### src/rtl/serial_adder_ctrl.sv
// rtl/serial_adder_ctrl.sv - bit-serial ripple adder with valid/ready handshakes
// One full-adder cell is reused LSB-first over WIDTH shift cycles.
module serial_adder_ctrl #(
  parameter int WIDTH = 8
) (
  input  logic             clk,
  input  logic             rst,
  input  logic             in_valid,
  output logic             in_ready,
  input  logic [WIDTH-1:0] a,
  input  logic [WIDTH-1:0] b,
  input  logic             cin,
  output logic             out_valid,
  input  logic             out_ready,
  output logic [WIDTH-1:0] sum,
  output logic             cout,
  output logic             busy
);

  localparam int CW = (WIDTH > 1) ? $clog2(WIDTH) : 1;

  typedef enum logic [1:0] {
    IDLE  = 2'd0,
    SHIFT = 2'd1,
    DONE  = 2'd2
  } state_t;

  state_t           state;
  state_t           state_nxt;
  logic [WIDTH-1:0] a_reg;
  logic [WIDTH-1:0] b_reg;
  logic [WIDTH-1:0] sum_reg;
  logic             carry;
  logic             cout_reg;
  logic [CW-1:0]    cnt;

  logic ha0_s;
  logic ha0_c;
  logic ha1_c;
  logic bit_s;
  logic bit_c;
  logic last_bit;
  logic accept;

  // Full-adder cell built from two half adders and an OR
  assign ha0_s    = a_reg[0] ^ b_reg[0];
  assign ha0_c    = a_reg[0] & b_reg[0];
  assign bit_s    = ha0_s ^ carry;
  assign ha1_c    = ha0_s & carry;
  assign bit_c    = ha0_c | ha1_c;
  assign last_bit = (cnt == CW'(WIDTH - 1));
  assign accept   = (state == IDLE) && in_valid;

  always_comb begin
    state_nxt = state;
    in_ready  = 1'b0;
    out_valid = 1'b0;
    busy      = 1'b1;
    case (state)
      IDLE: begin
        in_ready = 1'b1;
        busy     = 1'b0;
        if (in_valid) state_nxt = SHIFT;
      end
      SHIFT: begin
        if (last_bit) state_nxt = DONE;
      end
      DONE: begin
        out_valid = 1'b1;
        if (out_ready) state_nxt = IDLE;
      end
      default: state_nxt = IDLE;
    endcase
  end

  always_ff @(posedge clk) begin
    if (rst) begin
      state    <= IDLE;
      a_reg    <= '0;
      b_reg    <= '0;
      sum_reg  <= '0;
      carry    <= 1'b0;
      cout_reg <= 1'b0;
      cnt      <= '0;
    end else begin
      state <= state_nxt;
      if (accept) begin
        a_reg <= a;
        b_reg <= b;
        carry <= cin;
        cnt   <= '0;
      end else if (state == SHIFT) begin
        sum_reg <= {bit_s, sum_reg[WIDTH-1:1]};
        a_reg   <= a_reg >> 1;
        b_reg   <= b_reg >> 1;
        carry   <= bit_c;
        // Counter wraps to zero on the final bit so it never reaches WIDTH
        if (last_bit) begin
          cout_reg <= bit_c;
          cnt      <= '0;
        end else begin
          cnt <= cnt + CW'(1);
        end
      end
    end
  end

  assign sum  = sum_reg;
  assign cout = cout_reg;

endmodule

### config.mk
export PLATFORM = sky130hd
export DESIGN_NAME = serial_adder_ctrl
export DESIGN_NICKNAME = d
export VERILOG_FILES = /design/src/rtl/serial_adder_ctrl.sv
export SDC_FILE = /design/constraint.sdc
export NUM_CORES = 1
export LEC_CHECK = 0
export ABC_CLOCK_PERIOD_IN_PS = 2900
export CORE_MARGIN = 1
export CORE_UTILIZATION = 32
export CTS_CLUSTER_SIZE = 24
export DETAILED_ROUTE_END_ITERATION = 8
export GPL_TIMING_DRIVEN = 0
export SETUP_SLACK_MARGIN = 0.02
export SLEW_MARGIN = 25
export SYNTH_ARGS = -nofsm -noshare
export SYNTH_HDL_FRONTEND = slang
export SYNTH_SLANG_ARGS = --single-unit
### constraint.sdc
create_clock -name clk -period 2.9 [get_ports clk]
set_input_delay 0.29 -clock clk [delete_from_list [all_inputs] [get_ports clk]]
set_output_delay 0.29 -clock clk [all_outputs]
set_load 0.03 [all_outputs]
# After elaboration in Yosys (flattened, before gate mapping)
# Cells that the tools add are included.
# op_classes
add_sub_neg,1
n_eq_ne,6
muxes,14
bitwise,6
n_reduce_logical,7
# op_table
op,n
$mux W8,4
$mux W2,3
$ne A2 B2 Y1 const B,3
$pmux W2 S3,1
$reduce_and A3 Y1,2
$mux W1,5
$add A3 B1 Y3 const B,1
$eq A3 B3 Y1 const B,1
$mux W3,1
$and A1 B1 Y1,2
$eq A2 B1 Y1 const B,1
$eq A2 B2 Y1 const B,1
$logic_not A2 Y1,1
$reduce_and A2 Y1,1
$reduce_bool A2 Y1,1
$reduce_or A2 Y1,1
$xor A1 B1 Y1,2
$logic_and A1 B1 Y1,1
$not A1 Y1,1
$or A1 B1 Y1,1
# totals
register_bits,31
input_bits,21
word_cells,41

# Depth between registers and ports, before layout
# Gate-level depths: netlist of the first run.
# logic_depth
word_depth,5
mapped_depth,6
ltp_nobuf,5

# Worst setup path after synthesis of the first run
# OpenSTA, ideal clock, no wires.
# synth_timing
path_type,reg-to-output
startpoint,reg state[0]
endpoint,out busy
t_arrival_ps,1160
t_required_ps,2610
slack_ps,1450
path_stages_with_launch,4
n_path_buf,1
path_cell_list,dfxtp_1 > buf_6 > nor2_1 > inv_1
# synth_between
elab_chain_len,2
# synth_rtl
element,line_no,source
"start, declared",28,state_t state;
"start signal, assigned",86,state <= state_nxt;
$logic_not A2 Y1,59,case (state)
$mux W1,59,
"end, declared",17,output logic busy
# No other way between the ends.

# Final worst setup path of the first run
# layout_timing
startpoint,reg state[1]
endpoint,out out_valid
# layout_between
elab_chain_len,2
# layout_rtl
element,line_no,source
$eq A2 B2 Y1,59,
$mux W1,59,
"end, declared",13,"output logic out_valid,"
# No other way between the ends.

==> flow_summary.json, run 1 <==
{
  "outcome": "finished, final reports clean",
  "dpl.hpwl_mm": 2.212,
  "synthTopCellsByCount": "dfxtp_1, nand2_1, a21oi_1, nor2_1, a211oi_1",
  "drc": 0,
  "routed_wire_length_per_instance_um": 12.71,
  "antenna_found_initial": 0,
  "slowest_delay_ns": 0.69,
  "dp.cells": 241,
  "portBuffers": 32,
  "synth_fp_nets": 183,
  "finalSetupTns_ns": 0,
  "fmax_mhz": 528.9,
  "finalCritPeriodShare_pct": 65.20,
  "fin_skew_ns": 0.004501,
  "drt-initial-drc-count": 41,
  "synth_edf_count": 0,
  "critPathKind": "flop to output pin",
  "synth-async-reset-ratio_pct": 0,
  "ys_seq_elements": 31,
  "drv_cap": 0,
  "rsz0062_at_grt": "false",
  "crit_buf_inv": 2,
  "grt_pass1_wl_mm": 5.264,
  "cts_made_buffers": 5,
  "clock_path_buffers": 2,
  "cts_root_buf": "clkbuf_8",
  "placed_cell_area_um2": 1733,
  "crit_path_end_kind": "output pin",
  "synthesis.area_um2": 1350,
  "synthToLayoutAreaGrowth_pct": 36.70,
  "r2r-start": "cnt[0]",
  "synth_top_area_cell": "dfxtp_1",
  "insertion_delay_ns": 0.28,
  "p_per_area_nw_per_um2": 566.2,
  "cts_tree": "done",
  "crit_fanout": 9,
  "grtUsageTotal_pct": 15.90,
  "die_y_um": 66.95,
  "final_cells": 249,
  "reg2regPathDepth": 4,
  "slew_headroom_pct": 64.91,
  "cts_resized": 0,
  "diodes": 0,
  "min_period_ns": 1.891,
  "maxSlewViolCount": 0,
  "post_cts_buffers": 0,
  "min_to": "b_reg[3]",
  "r2r-end": "cnt[0]",
  "grt_max_degree": 12,
  "via_per_inst": 4.896,
  "ir_worst_vdd_uv": 355.3,
  "overflow": 0,
  "arrival_ns": 1.60,
  "dr.pass1.iters": 4,
  "drive_gt1_share_pct": 10.05,
  "total_power_mw": 1.045,
  "clkTransAtPathRegs_ns": 0.07,
  "pin_count": 33,
  "critPathLaunchType": "flop",
  "fin_ws_ns": 1.009,
  "hp-start": "b_reg[4]",
  "hold_ws_ns": 0.4599,
  "tightest_slew_ns": 0.5264,
  "hold_path_class": "flop to flop",
  "wl_mm": 3.164,
  "critPathRequiredTime_ns": 2.61,
  "seq_area_frac_synth_pct": 45.97,
  "die_x_um": 66.95,
  "dieArea_um2": 4482,
  "yosys-top-cells-area": "dfxtp_1, a211oi_1, nand2_1",
  "hold_viol_final": 0,
  "path_cells": "buf_6, nor2b_1, clkdlybuf4s50_1",
  "synth_top_flop_cell": "dfxtp_1",
  "hold_buffers": 0,
  "ant_nets": 0,
  "critPathTopFamily": "buffers and inverters",
  "start_util_pct": 33.51,
  "postSynthAreaPerCell_um2": 8.491,
  "cts_max_level": 2,
  "utilization_pct": 45.81,
  "vias": 1219,
  "synthDistinctLibCells": 27,
  "rows": 23,
  "setup_viol": 0,
  "slowest_stage": "clkdlybuf4s50_1",
  "whs_path_depth": 2,
  "synthCells": 159,
  "fin_area_um2": 1846,
  "synth_top_area_share_pct": 45.97,
  "ys_warn_count": 0,
  "regToRegSetupSlack_ns": 1.46,
  "pre_cts_ws_ns": 1.076,
  "p_leak_nw": 0.6756,
  "grt_pass1_vias": 1180,
  "final_nets": 222,
  "cts.sink_count": 31,
  "routabilityCongestion": 0.7250,
  "coreArea_um2": 4029
}
-- final cells by class --
| class | count | area (um2) |
|---|---|---|
| buffer | 12 | 80.08 |
| clock buffer | 5 | 68.82 |
| clock inverter | 3 | 43.79 |
| fill | 409 | 2183 |
| inverter | 3 | 11.26 |
| multi-input combinational | 113 | 638.1 |
| sequential | 31 | 620.6 |
| tap | 50 | 62.56 |
| timing repair buffer | 32 | 320.3 |
-- worst reg2reg max path, cell delays in order, from the launching register on --
cell      delay [ns]
dfxtp_1         0.33
ha_1            0.20
ha_1            0.22
or3_1           0.36
a211oi_1        0.24
-- cell usage in the layout, fill, tap and decap left out, types with 3 or more instances in the layout --
master,instances
nor2_1,17
clkbuf_8,5
buf_6,4
nand2_1,31
clkdlybuf4s50_1,32
o22ai_1,3
inv_1,3
nand3_1,3
clkbuf_1,4
dfxtp_1,31
buf_2,4
a211oi_1,16
a21oi_1,23
-- metal layers --
metal	wire length [um]	GRT usage [%]
met3	130	4.281
met4	50	7.181
met2	1485	25.63
met1	1498	19.52
met5	0	0
-- worst max-delay path by stage --
| stage | end | start | cells past startpoint |
|---|---|---|---|
| 6_report | out_valid | state[1] | 3 |
| 3_5_place_dp | b_reg[5] | in_valid | 6 |
| 4_1_cts | out_valid | state[1] | 3 |
| 2_1_floorplan | busy | state[0] | 3 |
| 3_3_place_gp | b_reg[2] | in_valid | 6 |
| 5_1_grt | out_valid | state[1] | 3 |
-- where the power goes --
| part | internal, mW | switching [mW] | total, mW | leakage (nW) |
|---|---|---|---|---|
| clock | 0.255 | 0.163 | 0.419 | 0.0581 |
| combinational | 0.0766 | 0.0826 | 0.159 | 0.363 |
| sequential | 0.452 | 0.0154 | 0.467 | 0.254 |
-- logic make-up (layout without fill, tap and decap cells) --
group	Yosys count	in the layout	synth area share, %
AO/OA/AOI/OAI	45	45	20.76
adder cells (fa/ha/maj)	3	3	3.336
flip-flops	31	31	45.97
multiplexers	2	2	1.483
AND/OR/NAND/NOR	63	63	21.69
buffers and inverters	15	55	6.765
(Power assumes the default switching activity.)
==> run 2, diff against run 1 <==
- ABC_CLOCK_PERIOD_IN_PS: 2900 -> 1800
- clock period: 2.9 -> 1.8 ns (I/O delays scaled with it)
==> flow_summary.json, run 2 (same netlist as run 1, synthesis figures left out) <==
{
  "ir_worst_vdd_uv": 572.3,
  "slowest_stage": "clkdlybuf4s50_1",
  "pin_count": 33,
  "finalSetupTns_ns": 0,
  "vias": 1219,
  "diodes": 0,
  "pre_cts_ws_ns": 0.08573,
  "die_y_um": 66.95,
  "combPwrFrac_pct": 15.2,
  "hold_buffers": 0,
  "critPathLaunchType": "flop",
  "cts_resized": 1,
  "antenna_found_initial": 0,
  "switching_share_pct": 25.02,
  "fin_skew_ns": 0.004501,
  "path_cells": "clkdlybuf4s50_1",
  "multi_input_area_um2": 638.1,
  "wl_mm": 3.168,
  "drive_gt1_share_pct": 10.05,
  "r2r-end": "cnt[0]",
  "total_power_mw": 1.683,
  "min_period_ns": 1.502,
  "overflow": 0,
  "grt_max_degree": 12,
  "cts_root_buf": "clkbuf_8",
  "seq_power_share_pct": 44.7,
  "seq_area_um2": 620.6,
  "grt_pass1_vias": 1180,
  "cts_made_buffers": 5,
  "routabilityCongestion": 0.7250,
  "grtUsageTotal_pct": 15.90,
  "routed_wire_length_per_instance_um": 12.72,
  "slowest_delay_ns": 0.69,
  "synthToLayoutAreaGrowth_pct": 36.98,
  "crit_path_end_kind": "output pin",
  "dr.pass1.iters": 4,
  "regToRegSetupSlack_ns": 0.36,
  "dp.cells": 241,
  "die_x_um": 66.95,
  "crit_fanout": 3,
  "p_leak_nw": 0.6988,
  "internal_power_mw": 1.262,
  "r2r-start": "cnt[0]",
  "p_per_area_nw_per_um2": 910.1,
  "hold_ws_ns": 0.4497,
  "critPathRequiredTime_ns": 1.62,
  "reg2regPathDepth": 4,
  "fill_cells": 406,
  "rsz0062_at_grt": "false",
  "whs_path_depth": 3,
  "final_cell_mix": "nand2_1, dfxtp_1, clkdlybuf4s50_1",
  "rows": 23,
  "p_sw_mw": 0.4210,
  "fmax_mhz": 665.8,
  "critPathKind": "flop to output pin",
  "drv_cap": 0,
  "crit_start": "sum[4]",
  "ant_nets": 0,
  "clkPwrFrac_pct": 40.1,
  "cts_max_level": 2,
  "portBuffers": 32,
  "arrival_ns": 1.32,
  "maxSlewViolCount": 0,
  "final_nets": 222,
  "cts.sink_count": 31,
  "setup_viol": 0,
  "grt_pass1_wl_mm": 5.264,
  "via_per_inst": 4.896,
  "clock_path_buffers": 2,
  "drt-initial-drc-count": 41,
  "dpl.hpwl_mm": 2.212,
  "slew_headroom_pct": 64.91,
  "final_cells": 249,
  "finalCritPeriodShare_pct": 83.44,
  "dieArea_um2": 4482,
  "coreArea_um2": 4029,
  "hold_path_class": "primary input to flop",
  "endpoint": "sum[4]",
  "path_depth": 1,
  "drc": 0,
  "post_cts_buffers": 0,
  "tightest_slew_ns": 0.5264,
  "critPathTopFamily": "buffers and inverters",
  "insertion_delay_ns": 0.28,
  "clkTransAtPathRegs_ns": 0.07,
  "crit_buf_inv": 1,
  "start_util_pct": 33.51,
  "fin_ws_ns": 0.2980,
  "hold_viol_final": 0,
  "cts_tree": "done",
  "outcome": "finished, final reports clean"
}
[run 2: area by class of cell]
| type | count | area share (%) |
|---|---|---|
| sequential | 31 | 33.56 |
| tap | 50 | 3.383 |
| clock buffer | 5 | 3.721 |
| multi-input combinational | 113 | 34.51 |
| inverter | 3 | 0.6089 |
| clock inverter | 3 | 2.368 |
| timing repair buffer | 32 | 17.52 |
| buffer | 12 | 4.330 |
[run 2: metrics by stage]
stage	cell area [um2]	utilization, %
floorplan	1350	-
global placement	1733	43.01
detailed placement	1733	43.01
CTS	1844	45.78
global route	1849	45.90
finish	1849	45.90
[run 2: worst min-delay path by stage]
stage               startpoint       end  slack [ns]
floorplan                  rst    cnt[0]        0.26
CTS                       b[7]  b_reg[7]        0.43
detailed placement    b_reg[4]  b_reg[3]        0.45
finish                    b[7]  b_reg[7]        0.45
global placement      a_reg[4]  a_reg[3]        0.45
global route              a[7]  a_reg[7]        0.47
[run 2: routing by layer]
| layer | track usage [%] | part of all wire (%) | wire (um) |
|---|---|---|---|
| met1 | 19.52 | 47 | 1496 |
| met2 | 25.63 | 47 | 1486 |
| met3 | 4.281 | 4.2 | 134 |
| met4 | 7.181 | 1.6 | 50 |
| met5 | 0 | 0 | 0 |
[run 2: power groups by stage]
stage          Sequential, mW  Clock (mW)  Combinational, mW
3_3_place_gp            0.765           0              0.253
5_1_grt                 0.757       0.718              0.287
6_report                0.753       0.675              0.256
2_1_floorplan           0.767           0              0.154
3_5_place_dp            0.768           0              0.256
4_1_cts                 0.752       0.695              0.259
==> run 3, diff against run 2 <==
- ABC_CLOCK_PERIOD_IN_PS: 1800 -> 1300
- clock period: 1.8 -> 1.3 ns (I/O delays scaled with it)
==> flow_summary.json, run 3 (same netlist as run 1, synthesis figures left out) <==
{
  "grt_pass1_wl_mm": 5.761,
  "vias": 1315,
  "slowest_stage": "or3_4",
  "final_nets": 232,
  "path_cells": "ha_4, ha_4, or3_4, a211oi_2",
  "setup_viol": 0,
  "pin_count": 33,
  "critPathLaunchType": "flop",
  "insertion_delay_ns": 0.28,
  "critPathKind": "flop to flop",
  "routabilityCongestion": 0.7682,
  "dpl.hpwl_mm": 2.169,
  "portBuffers": 32,
  "die_y_um": 66.95,
  "drv_cap": 0,
  "crit_start": "cnt[0]",
  "finalSetupTns_ns": 0,
  "dieArea_um2": 4482,
  "cts_max_level": 2,
  "drt-initial-drc-count": 61,
  "wl_mm": 3.360,
  "maxSlewViolCount": 0,
  "finalCritPeriodShare_pct": 99.86,
  "critPathRequiredTime_ns": 1.50,
  "fin_ws_ns": 0.001758,
  "r2r-start": "cnt[0]",
  "synthToLayoutAreaGrowth_pct": 54.03,
  "final_cell_mix": "nand2_1, dfxtp_1, a21oi_1",
  "crit_buf_inv": 0,
  "rsz0062_at_grt": "true",
  "total_power_mw": 2.322,
  "hold_ws_ns": 0.2756,
  "grt_pass1_vias": 1324,
  "ant_nets": 0,
  "seq_area_um2": 625.6,
  "final_common_cell": "nand2_1",
  "critPathTopFamily": "simple AND/OR/NAND/NOR gates",
  "fmax_mhz": 770.3,
  "slowest_delay_ns": 0.36,
  "cts_made_buffers": 5,
  "hold_buffers": 0,
  "hp-start": "in_valid",
  "antenna_found_initial": 0,
  "crit_top_cell": "ha_4",
  "cts.sink_count": 31,
  "p_per_area_nw_per_um2": 1117,
  "via_per_inst": 5.077,
  "clock_path_buffers": 2,
  "cts_tree": "done",
  "coreArea_um2": 4029,
  "overflow": 0,
  "pre_cts_ws_ns": -0.3835,
  "multi_input_area_um2": 768.2,
  "arrival_ns": 1.49,
  "crit_fanout": 2,
  "drc": 0,
  "diodes": 0,
  "drive_gt1_share_pct": 28.23,
  "outcome": "finished, final reports clean",
  "hold_path_class": "primary input to flop",
  "final_cells": 259,
  "clkTransAtPathRegs_ns": 0.06,
  "routed_wire_length_per_instance_um": 12.97,
  "crit_path_end_kind": "flop",
  "rows": 23,
  "hold_viol_final": 0,
  "start_util_pct": 33.51,
  "fin_skew_ns": 0.005367,
  "fill_cells": 383,
  "ir_worst_vdd_uv": 680.5,
  "min_period_ns": 1.298,
  "dp.cells": 241,
  "grt_max_degree": 11,
  "cts_root_buf": "clkbuf_8",
  "p_leak_nw": 0.8038,
  "tightest_slew_ns": 0.5476,
  "dr.pass1.iters": 4,
  "grtUsageTotal_pct": 17.25,
  "slew_headroom_pct": 63.49,
  "die_x_um": 66.95
}
run 3: through the flow:
| step | utilization [%] | area (um2) |
|---|---|---|
| floorplan | - | 1353 |
| global placement | 43.07 | 1735 |
| detailed placement | 43.07 | 1735 |
| CTS | 50.22 | 2023 |
| global route | 51.61 | 2079 |
| finish | 51.61 | 2079 |
run 3: worst paths after layout:
check / slack, ns / cells after the start / endpoint
setup / recovery: 0.002 / 4 / cnt[0]
hold / removal: 0.28 / 3 / b_reg[0]
setup reg to reg: 0.002 / 4 / cnt[0]
hold reg to reg: 0.45 / 2 / b_reg[2]
run 3: area by class of cell:
cell class,instances,share of cell area [%]
Buffer,11,4.633
Clock buffer,8,4.813
Inverter,3,0.5415
Multi-Input combinational cell,113,36.94
Sequential cell,31,30.08
Tap cell,50,3.008
Timing Repair Buffer,43,19.98
run 3: worst min-delay path, delay by kind of cell:
kind	cells	cell delay (ns)
compound gates	2	0.21
buf+inv	1	0.17
run 3: where the power goes:
part	total, mW	switching, mW	internal, mW
registers	1.04	0.0353	1.01
logic	0.455	0.223	0.232
clock network	0.823	0.340	0.483
run 3: metal layers:
metal | up-vias | track usage (%) | wire length [um]
li1 | 643 | - | -
met1 | 637 | 19.19 | 1476
met2 | 29 | 31.31 | 1689
met3 | 6 | 3.596 | 156
met4 | 0 | 7.181 | 38
met5 | - | 0 | 0
run 3: repair_timing:
item                                   in CTS  in global routing
setup buffers                               6                  3
resized for setup                          61                 17
setup endpoints to repair                  36                 31
endpoints found under the hold margin       0                  0
cloned                                      1                  1
pin swaps                                  13                  6
